### src/rtl/uart_pkg.sv
// Shared types and width helpers for the UART transmit scheduler.
package uart_pkg;

   typedef enum logic [1:0] {
      IDLE  = 2'd0,
      START = 2'd1,
      SEND  = 2'd2,
      GAP   = 2'd3
   } state_e;

   function automatic int max_int(input int a, input int b);
      return (a > b) ? a : b;
   endfunction

   // One shared counter must reach both the start timeout and the gap length.
   function automatic int cnt_width(input int timeout, input int gap);
      return $clog2(max_int(timeout, gap) + 1);
   endfunction

   // A single requester still needs a one-bit index.
   function automatic int id_width(input int n);
      return (n > 1) ? $clog2(n) : 1;
   endfunction

   localparam int DFLT_NUM_REQ = 4;
   localparam int GRANT_W      = id_width(DFLT_NUM_REQ);

endpackage

### src/rtl/uart_tx_scheduler_if.sv
// Client request bus plus transmitter handshake of the scheduler.
interface uart_tx_scheduler_if
   import uart_pkg::*;
#(
   parameter int NUM_REQ   = 4,
   parameter int DATA_BITS = 8
);
   localparam int ID_W = id_width(NUM_REQ);

   logic [NUM_REQ-1:0]           req;
   logic [NUM_REQ*DATA_BITS-1:0] req_data;
   logic [NUM_REQ-1:0]           ack;
   logic                         transmit;
   logic [DATA_BITS-1:0]         TxData;
   logic                         busy;
   logic [ID_W-1:0]              grant_id;
   logic                         active;
   logic                         start_err;

   modport master (
      input  req, req_data, busy,
      output ack, transmit, TxData, grant_id, active, start_err
   );

   modport slave (
      output req, req_data, busy,
      input  ack, transmit, TxData, grant_id, active, start_err
   );

endinterface

### src/rtl/uart_rr_arbiter.sv
// Combinational round-robin pick: first set req bit at or above rr_ptr, wrapping.
module uart_rr_arbiter
   import uart_pkg::*;
#(
   parameter int NUM_REQ = 4,
   parameter int ID_W    = id_width(NUM_REQ)
) (
   input  logic [NUM_REQ-1:0] req,
   input  logic [ID_W-1:0]    rr_ptr,
   output logic [NUM_REQ-1:0] win_onehot,
   output logic [ID_W-1:0]    win_idx
);

   logic [ID_W:0] cand;
   logic          found;

   // Walk the requesters starting at rr_ptr; one extra bit keeps the wrap exact.
   always_comb begin
      win_onehot = '0;
      win_idx    = '0;
      found      = 1'b0;
      cand       = '0;
      for (int i = 0; i < NUM_REQ; i++) begin
         cand = {1'b0, rr_ptr} + (ID_W+1)'(i);
         if (cand >= (ID_W+1)'(NUM_REQ)) begin
            cand = cand - (ID_W+1)'(NUM_REQ);
         end
         if (!found && req[cand[ID_W-1:0]]) begin
            found   = 1'b1;
            win_idx = cand[ID_W-1:0];
         end
      end
      if (found) begin
         win_onehot = NUM_REQ'(1) << win_idx;
      end
   end

endmodule

### src/rtl/uart_tx_scheduler.sv
// Round-robin sharing of one UART transmitter between NUM_REQ clients.
//
// state | meaning
// IDLE  | waiting for a request while the transmitter is not busy
// START | transmit held high until busy rises or the start timeout expires
// SEND  | frame in progress, waiting for busy to fall
// GAP   | inter-frame idle time before re-arbitration
module uart_tx_scheduler
   import uart_pkg::*;
#(
   parameter int DATA_BITS     = 8,
   parameter int NUM_REQ       = 4,
   parameter int START_TIMEOUT = 65535,
   parameter int GAP_CYCLES    = 16
) (
   input  logic               clk,
   input  logic               reset,
   uart_tx_scheduler_if.master bus
);

   localparam int ID_W  = id_width(NUM_REQ);
   localparam int CNT_W = cnt_width(START_TIMEOUT, GAP_CYCLES);
   localparam logic [CNT_W-1:0] START_LAST = CNT_W'(START_TIMEOUT - 1);
   localparam logic [CNT_W-1:0] GAP_LAST   = CNT_W'((GAP_CYCLES > 0) ? GAP_CYCLES - 1 : 0);
   localparam logic [ID_W-1:0]  PTR_MAX    = ID_W'(NUM_REQ - 1);
   // With no gap configured, a finished or aborted frame returns straight to IDLE.
   localparam state_e AFTER_FRAME = (GAP_CYCLES == 0) ? IDLE : GAP;

   state_e               state, state_nxt;
   logic [CNT_W-1:0]     cnt, cnt_nxt;
   logic [ID_W-1:0]      rr_ptr, rr_ptr_nxt;
   logic [ID_W-1:0]      grant_id_q, grant_id_nxt;
   logic [ID_W-1:0]      win_idx;
   logic [NUM_REQ-1:0]   ack_q, ack_nxt, win_onehot;
   logic [DATA_BITS-1:0] tx_data_q, tx_data_nxt;
   logic                 transmit_q, transmit_nxt;
   logic                 start_err_q, start_err_nxt;
   logic [DATA_BITS-1:0] req_word [NUM_REQ];

   for (genvar g = 0; g < NUM_REQ; g++) begin : g_lane
      assign req_word[g] = bus.req_data[g*DATA_BITS +: DATA_BITS];
   end

   uart_rr_arbiter #(
      .NUM_REQ (NUM_REQ),
      .ID_W    (ID_W)
   ) u_arb (
      .req        (bus.req),
      .rr_ptr     (rr_ptr),
      .win_onehot (win_onehot),
      .win_idx    (win_idx)
   );

   // Next-state and registered-output decisions; busy beats a same-cycle timeout.
   always_comb begin
      state_nxt     = state;
      rr_ptr_nxt    = rr_ptr;
      grant_id_nxt  = grant_id_q;
      tx_data_nxt   = tx_data_q;
      transmit_nxt  = transmit_q;
      ack_nxt       = '0;
      start_err_nxt = 1'b0;
      cnt_nxt       = cnt;
      unique case (state)
         IDLE: begin
            if (|bus.req && !bus.busy) begin
               state_nxt    = START;
               tx_data_nxt  = req_word[win_idx];
               grant_id_nxt = win_idx;
               ack_nxt      = win_onehot;
               transmit_nxt = 1'b1;
               rr_ptr_nxt   = (win_idx == PTR_MAX) ? '0 : win_idx + 1'b1;
            end
         end
         START: begin
            if (bus.busy) begin
               transmit_nxt = 1'b0;
               state_nxt    = SEND;
            end else if (cnt == START_LAST) begin
               transmit_nxt  = 1'b0;
               start_err_nxt = 1'b1;
               state_nxt     = AFTER_FRAME;
            end
         end
         SEND: begin
            if (!bus.busy) begin
               state_nxt = AFTER_FRAME;
            end
         end
         GAP: begin
            if (cnt == GAP_LAST) begin
               state_nxt = IDLE;
            end
         end
         default: state_nxt = IDLE;
      endcase
      if (state_nxt != state) begin
         cnt_nxt = '0;
      end else if (state == START || state == GAP) begin
         cnt_nxt = cnt + 1'b1;
      end
   end

   // State and output registers with synchronous reset.
   always_ff @(posedge clk) begin
      if (reset) begin
         state       <= IDLE;
         cnt         <= '0;
         rr_ptr      <= '0;
         grant_id_q  <= '0;
         tx_data_q   <= '0;
         transmit_q  <= 1'b0;
         ack_q       <= '0;
         start_err_q <= 1'b0;
      end else begin
         state       <= state_nxt;
         cnt         <= cnt_nxt;
         rr_ptr      <= rr_ptr_nxt;
         grant_id_q  <= grant_id_nxt;
         tx_data_q   <= tx_data_nxt;
         transmit_q  <= transmit_nxt;
         ack_q       <= ack_nxt;
         start_err_q <= start_err_nxt;
      end
   end

   assign bus.ack       = ack_q;
   assign bus.transmit  = transmit_q;
   assign bus.TxData    = tx_data_q;
   assign bus.grant_id  = grant_id_q;
   assign bus.start_err = start_err_q;
   assign bus.active    = (state == START) || (state == SEND);

endmodule

### src/flat_wrapper.sv
// flat-port wrapper written by rule: the top's interface ports become plain ports
module uart_tx_scheduler_flat import uart_pkg::*;
#(
   parameter int DATA_BITS     = 8,
   parameter int NUM_REQ       = 4,
   parameter int START_TIMEOUT = 65535,
   parameter int GAP_CYCLES    = 16
)
  (clk, reset, bus_req, bus_req_data, bus_busy, bus_ack, bus_transmit, bus_TxData, bus_grant_id, bus_active, bus_start_err);
  uart_tx_scheduler_if #(.NUM_REQ(NUM_REQ), .DATA_BITS(DATA_BITS)) bus_i ();
  input  logic clk;
  input  logic reset;
  input wire logic [$bits(bus_i.req)-1:0] bus_req;
  input wire logic [$bits(bus_i.req_data)-1:0] bus_req_data;
  input wire logic [$bits(bus_i.busy)-1:0] bus_busy;
  output wire logic [$bits(bus_i.ack)-1:0] bus_ack;
  output wire logic [$bits(bus_i.transmit)-1:0] bus_transmit;
  output wire logic [$bits(bus_i.TxData)-1:0] bus_TxData;
  output wire logic [$bits(bus_i.grant_id)-1:0] bus_grant_id;
  output wire logic [$bits(bus_i.active)-1:0] bus_active;
  output wire logic [$bits(bus_i.start_err)-1:0] bus_start_err;
  assign bus_i.req = bus_req;
  assign bus_i.req_data = bus_req_data;
  assign bus_i.busy = bus_busy;
  assign bus_ack = bus_i.ack;
  assign bus_transmit = bus_i.transmit;
  assign bus_TxData = bus_i.TxData;
  assign bus_grant_id = bus_i.grant_id;
  assign bus_active = bus_i.active;
  assign bus_start_err = bus_i.start_err;
  uart_tx_scheduler #(.DATA_BITS(DATA_BITS), .NUM_REQ(NUM_REQ), .START_TIMEOUT(START_TIMEOUT), .GAP_CYCLES(GAP_CYCLES)) u_core (.clk(clk), .reset(reset), .bus(bus_i));
endmodule
### config.mk
export PLATFORM = sky130hd
export DESIGN_NAME = uart_tx_scheduler_flat
export DESIGN_NICKNAME = d
export VERILOG_FILES = /design/src/rtl/uart_pkg.sv /design/src/rtl/uart_tx_scheduler_if.sv /design/src/rtl/uart_rr_arbiter.sv /design/src/rtl/uart_tx_scheduler.sv /design/src/flat_wrapper.sv
export SDC_FILE = /design/constraint.sdc
export NUM_CORES = 1
export LEC_CHECK = 0
export CAP_MARGIN = 30
export CELL_PAD_IN_SITES_DETAIL_PLACEMENT = 1
export CELL_PAD_IN_SITES_GLOBAL_PLACEMENT = 2
export CORE_MARGIN = 2
export CORE_UTILIZATION = 33
export CTS_BUF_LIST = sky130_fd_sc_hd__clkbuf_4 sky130_fd_sc_hd__clkbuf_8
export CTS_CLUSTER_DIAMETER = 80
export DETAILED_ROUTE_END_ITERATION = 10
export GPL_TIMING_DRIVEN = 0
export PLACE_DENSITY_LB_ADDON = 0.1
export SLEW_MARGIN = 40
export SYNTH_ARGS = -nofsm -noshare
export SYNTH_HDL_FRONTEND = slang
export SYNTH_SLANG_ARGS = --single-unit
### constraint.sdc
create_clock -name clk -period 5.55 [get_ports clk]
set_clock_uncertainty 0.05 [all_clocks]
set_input_delay 1.3875 -clock clk [delete_from_list [all_inputs] [get_ports clk]]
set_output_delay 1.3875 -clock clk [all_outputs]
set_load 0.005 [all_outputs]
[After elaboration in Yosys (flattened, before gate mapping)]
Cells that the tools add are included.
Storage, ports and cells
  flip-flop bits (word level): 36
  bits in latches: 0
  bits in writable memories: 0
  ROM bits: 0
  input bits: 39
  output and inout port bits: 17
  word-level logic and storage cells: 94
  memories: 0
Operators by class
  $add $sub $neg: 9
  $mul: 0
  divide/modulo/power cells: 0
  $lt $le $gt $ge: 9
  eq/ne operators: 9
  shift operators: 1
  multiplexer cells: 35
  bitwise gates (word level): 5
  reductions and logical operators: 18
Operators with widths (count)
  2-to-1 mux 2 bit: 14
  adder 16 x 1 -> 16 bit, second input constant: 1
  binary-select mux 8 bit (select 2 bit): 1
  == test 16 bit, second input constant: 1
  == test 16 x 4 -> 1 bit, second input constant: 1
  2-to-1 mux 8 bit: 2
  >= comparator 3 bit, second input constant: 4
  less-than comparator 2 x 3 -> 1 bit, second input constant: 4
  2-to-1 mux 1 bit: 12
  binary-select mux 1 bit (select 2 bit): 4
  one-hot mux 2 bit (4 select lines): 1
  OR reduction 4 bit: 2
  subtractor 2 x 1 -> 2 bit, second input constant: 4
  adder 2 x 2 -> 3 bit, second input constant: 2
  == test 2 bit, second input constant: 3
  logical AND 1 bit: 4
  zero test 1 bit: 4
  inverter 1 bit: 4
  << shifter 1 x 2 -> 4 bit, first input constant: 1
  adder 2 x 1 -> 3 bit, second input constant: 1
  >= comparator 2 x 3 -> 1 bit, second input constant: 1
  inequality test 3 x 2 -> 1 bit, second input constant: 1
  inverter 2 -> 3 bit: 1
  AND reduction 3 bit: 1
  11 further kinds: 12

[Longest topological paths before layout]
  depth after elaboration: 18
  depth in mapped cells: 9
  mapped depth without buffers: 7

[Hierarchy]
Synthesis repeated with hierarchy kept, for this count alone.
Second synthesis, totals
  cells, all modules: 239
  area, all modules: 2168.3 um^2
By module, submodules not included
  uart_tx_scheduler: times used 1, cells an instance 208, area an instance 1970.6 um^2, seq. area each 720.7 um^2
  uart_rr_arbiter: times used 1, cells an instance 31, area an instance 197.7 um^2, seq. area each 0.0 um^2

[Worst setup path after synthesis]
Ideal clock, no wire load.
  path type: in2reg
  start point: in bus_req[0]
  end point: reg u_core.rr_ptr[0]
  setup time: 71 ps
  data arrival time: 2884 ps
  required time: 5429 ps
  slack: 2546 ps
  cell stages on the path: 9
  path buffers: 2
  cells stage by stage: nor2b_2 nor2_1 o221ai_1 buf_6 buf_6 inv_1 ha_1 or3b_2 a21oi_1
On the way
  longest elaborated chain between the ends: 14
  elaborated cells on any way between the ends: 27
  classes of those cells: add/sub (1); eq/ne (1); mux (16); reduce/logical (9)
RTL lines
  start: declaration: line flat_wrapper.sv:13  | input wire logic [$bits(bus_i.req)-1:0] bus_req;
  binary-select mux 1 bit (select 2 bit): line uart_rr_arbiter.sv:28  | if (!found && req[cand[ID_W-1:0]]) begin
  2-to-1 mux 1 bit (implied by the code): line uart_rr_arbiter.sv:28
  2-to-1 mux 1 bit: line uart_rr_arbiter.sv:28
  zero test 1 bit: line uart_rr_arbiter.sv:28
  logical AND 1 bit: line uart_rr_arbiter.sv:28
  2-to-1 mux 1 bit: line uart_rr_arbiter.sv:28
  zero test 1 bit: line uart_rr_arbiter.sv:28
  logical AND 1 bit: line uart_rr_arbiter.sv:28
  2-to-1 mux 1 bit: line uart_rr_arbiter.sv:28
  zero test 1 bit: line uart_rr_arbiter.sv:28
  logical AND 1 bit: line uart_rr_arbiter.sv:28
  2-to-1 mux 2 bit (*): line uart_rr_arbiter.sv:28
  via u_core.u_arb.win_idx[0]: line uart_rr_arbiter.sv:11  | output logic [ID_W-1:0] win_idx
  adder 2 x 1 -> 2 bit or == test 2 bit (tied branches): line uart_tx_scheduler.sv:72  | rr_ptr_nxt = (win_idx == PTR_MAX) ? '0 : win_idx + 1'b1;
  2-to-1 mux 2 bit (*): line uart_tx_scheduler.sv:72
  end signal: assignment: line uart_tx_scheduler.sv:118  | rr_ptr <= rr_ptr_nxt;
  end: declaration: line uart_tx_scheduler.sv:31  | logic [ID_W-1:0] rr_ptr, rr_ptr_nxt;
Mark *: on every way through the listed nets, which the timed path passes. The rest lies on a longest branch. The select of a mux whose other input is x is not followed.
A chain may end at the register's enable or synchronous reset.

[Worst setup path after layout]
Same ends and word-level chain as after synthesis.

==> impl_metrics.tcl <==
set metrics [dict create \
    wirelength_um 5880 \
    whs_path_depth 2 \
    start_util 0.343 \
    coreArea_mm2 0.00639 \
    tightest_slew_ns 0.533 \
    num_vias 1928 \
    synth_common_cells "dfxtp_1 (36), nor2_1 (19), mux2i_1 (16)" \
    overflow 0 \
    antenna_cells 0 \
    route.detailed.drc 0 \
    setup_tns_ns 0 \
    slew_headroom 0.641 \
    outcome "complete, no violations" \
    clock_path_buffers 2 \
    drtPass1Iterations 4 \
    synth_edf_count 0 \
    peakVddDrop_v 0.000105 \
    clock.fmax_ghz 0.283 \
    ys_ff_latch 36 \
    critPathLaunchType "input pin" \
    synth_top_area_share 0.329 \
    hold_viol 0 \
    synth_cell_types 49 \
    die_w_um 85.4 \
    dp_hpwl_um 4400 \
    antenna_found_initial 0 \
    multi_input_area_mm2 0.00134 \
    min_path_type "reg -> reg" \
    fin_nets 335 \
    cp_max_fo 10 \
    yosysMostFrequentCell "dfxtp_1" \
    crit_type "in -> reg" \
    die_area_mm2 0.00730 \
    track_usage 0.169 \
    hold_start "u_core.bus.grant_id[1]" \
    crit_path_max_incr_delay_ns 0.58 \
    drtIter0Drc 50 \
    syn_area_mm2 0.00219 \
    path_cells "clkdlybuf4s50_1, nor2b_2, nor2_1, o221ai_1, buf_6, buf_6, inv_1, ha_1, or3b_2, a21oi_1" \
    cts_hold_buf 0 \
    finalCritPeriodShare 0.637 \
    n_fill_cell 735 \
    rr_endpoint "u_core.cnt[9]" \
    power_density_mw_per_mm2 260 \
    setup_ws_ns 2.02 \
    ff2ff_path_depth 8 \
    pre_cts_ws_ns 1.69 \
    crit_top_cell "buf_6" \
    grt_start_max_net_pins 12 \
    whs_endpoint "u_core.bus.grant_id[1]" \
    synth_cells 227 \
    rsz0062_at_grt "false" \
    synth_warnings 0 \
    cts.repair.resized 0 \
    clkTransAtPathRegs_ns 0.08 \
    drive_gt1_frac 0.149 \
    portBuffers 54 \
    r2r_start "u_core.state[0]" \
    slowest_stage "clkdlybuf4s50_1" \
    finalSetupViolCount 0 \
    area_delta_synth_final_pct 34.9 \
    reg2reg_setup_slack_ns 3.03 \
    yosys-top-cells-area "dfxtp_1 (33%), mux2i_1 (7.3%), ha_1 (4.6%), nor3_2 (4.6%), xnor2_1 (3.6%)" \
    slew_viol_final 0 \
    cts-root-buf "clkbuf_8" \
    cts_tree "done" \
    cts.htree.levels 2 \
    synth-main-ff-cell "dfxtp_1" \
    fin_crit_ns 3.53 \
    syn_avg_cell_area_um2 9.64 \
    avgRoutedWirePerCell_um 16.1 \
    grt_pass1_wl_um 9890 \
    ant_nets 0 \
    clk_latency_ns 0.29 \
    first_global_vias 1925 \
    yosys.area.top_type "dfxtp_1" \
    std_cell_rows 29 \
    final_core_util 0.462 \
    crit_required_ns 5.73 \
    cp-end-kind "flip-flop" \
    async_flop_share 0 \
    vias_per_cell 5.27 \
    ff_latch_area_um2 721 \
    cts_buffers 5 \
    seq_area_frac_synth 0.329 \
    cts_setup_buffers 0 \
    critPathArrivalTime_ns 3.71 \
    io_pins 56 \
    clock-sinks 36 \
    syn_nets 274 \
    cap_violations 0 \
    power_leakage_nw 1.11 \
    die_h_um 85.4 \
    gp_congestion 0.759 \
]
==> critical path: cells and delay by family <==
kind	cells	cell delay [ns]
fa+ha+maj	1	0.18
buf+inv	4	1.05
simple gates	3	0.74
compound gates	2	0.35
==> routing by layer <==
metal,GRT usage,vias up,part of all wire
met1,0.226,927,0.49
met3,0.0340,7,0.049
li1,-,955,-
met4,0.0476,0,0.0083
met2,0.276,39,0.46
met5,0,-,0
==> worst max-delay path by stage <==
| stage | from | endpoint |
|---|---|---|
| 3_3_place_gp | bus_req[0] | u_core.rr_ptr[0] |
| 6_report | bus_req[0] | u_core.rr_ptr[0] |
| 4_1_cts | bus_req[0] | u_core.rr_ptr[0] |
| 3_5_place_dp | bus_req[0] | u_core.rr_ptr[0] |
| 5_1_grt | bus_req[0] | u_core.rr_ptr[0] |
| 2_1_floorplan | bus_req[0] | u_core.rr_ptr[0] |
==> flip-flops by register name (all words and copies together) (netlist names) <==
| register | flops |
|---|---|
| u_core.rr_ptr | 2 |
| u_core.bus.TxData | 8 |
| u_core.bus.transmit | 1 |
| u_core.state | 2 |
| u_core.bus.grant_id | 2 |
| u_core.cnt | 16 |
| u_core.bus.start_err | 1 |
| u_core.bus.ack | 4 |
==> where the power goes <==
part	switching, mW	total [mW]	internal (mW)
clock	0.101	0.260	0.159
sequential	0.0139	0.290	0.276
combinational	0.106	0.217	0.111
total	0.221	0.766	0.545
==> cell usage in the layout, fill, tap and decap left out, types with 2 or more instances in the layout <==
| cell | n |
|---|---|
| xor2_1 | 6 |
| nor2b_2 | 2 |
| mux2i_1 | 16 |
| or3_1 | 3 |
| nand2_1 | 13 |
| ha_1 | 8 |
| nor4_1 | 6 |
| nor3_2 | 10 |
| nor3_1 | 6 |
| o221ai_1 | 8 |
| clkbuf_8 | 7 |
| nand4_2 | 2 |
| clkbuf_1 | 3 |
| o21ai_0 | 6 |
| nand3_1 | 15 |
| o211a_1 | 2 |
| a21oi_1 | 7 |
| dfxtp_1 | 36 |
| xnor2_1 | 9 |
| clkdlybuf4s50_1 | 54 |
| nor4b_1 | 3 |
| buf_6 | 6 |
| inv_1 | 6 |
| o32ai_4 | 2 |
| nand4_1 | 4 |
| nor2_1 | 19 |
| and4_1 | 3 |
| o31ai_1 | 3 |
==> metrics by stage <==
step / hold WS, ns / instance area, um^2 / power [mW] / cells
after detailed placement: 0.416 / 2830 / 0.517 / 358
final: 0.429 / 2950 / 0.766 / 366
after floorplan: 0.403 / 2190 / 0.426 / 227
after global placement: 0.398 / 2830 / 0.513 / 358
after CTS: 0.428 / 2950 / 0.778 / 366
after global routing: 0.466 / 2950 / 0.811 / 366
==> final cells by class <==
cell class | instances | area share
Multi-Input combinational cell | 172 | 0.454
Sequential cell | 36 | 0.244
Timing Repair Buffer | 54 | 0.183
Clock buffer | 7 | 0.0326
Buffer | 11 | 0.0326
Tap cell | 77 | 0.0326
Clock inverter | 1 | 0.0102
Inverter | 8 | 0.0102
==> cell families (layout without fill, tap and decap cells) <==
logic type / count (synthesis) / after routing / synth area share
buffers and inverters: 19 / 81 / 0.0577
muxes: 16 / 16 / 0.0732
AOI/OAI and AO/OA: 37 / 37 / 0.161
adders and majority gates: 8 / 8 / 0.0457
DFF: 36 / 36 / 0.329
xor gates and xnor gates: 15 / 15 / 0.0600
and+or+nand+nor: 96 / 96 / 0.273
Power figures use the tool's default switching activity.
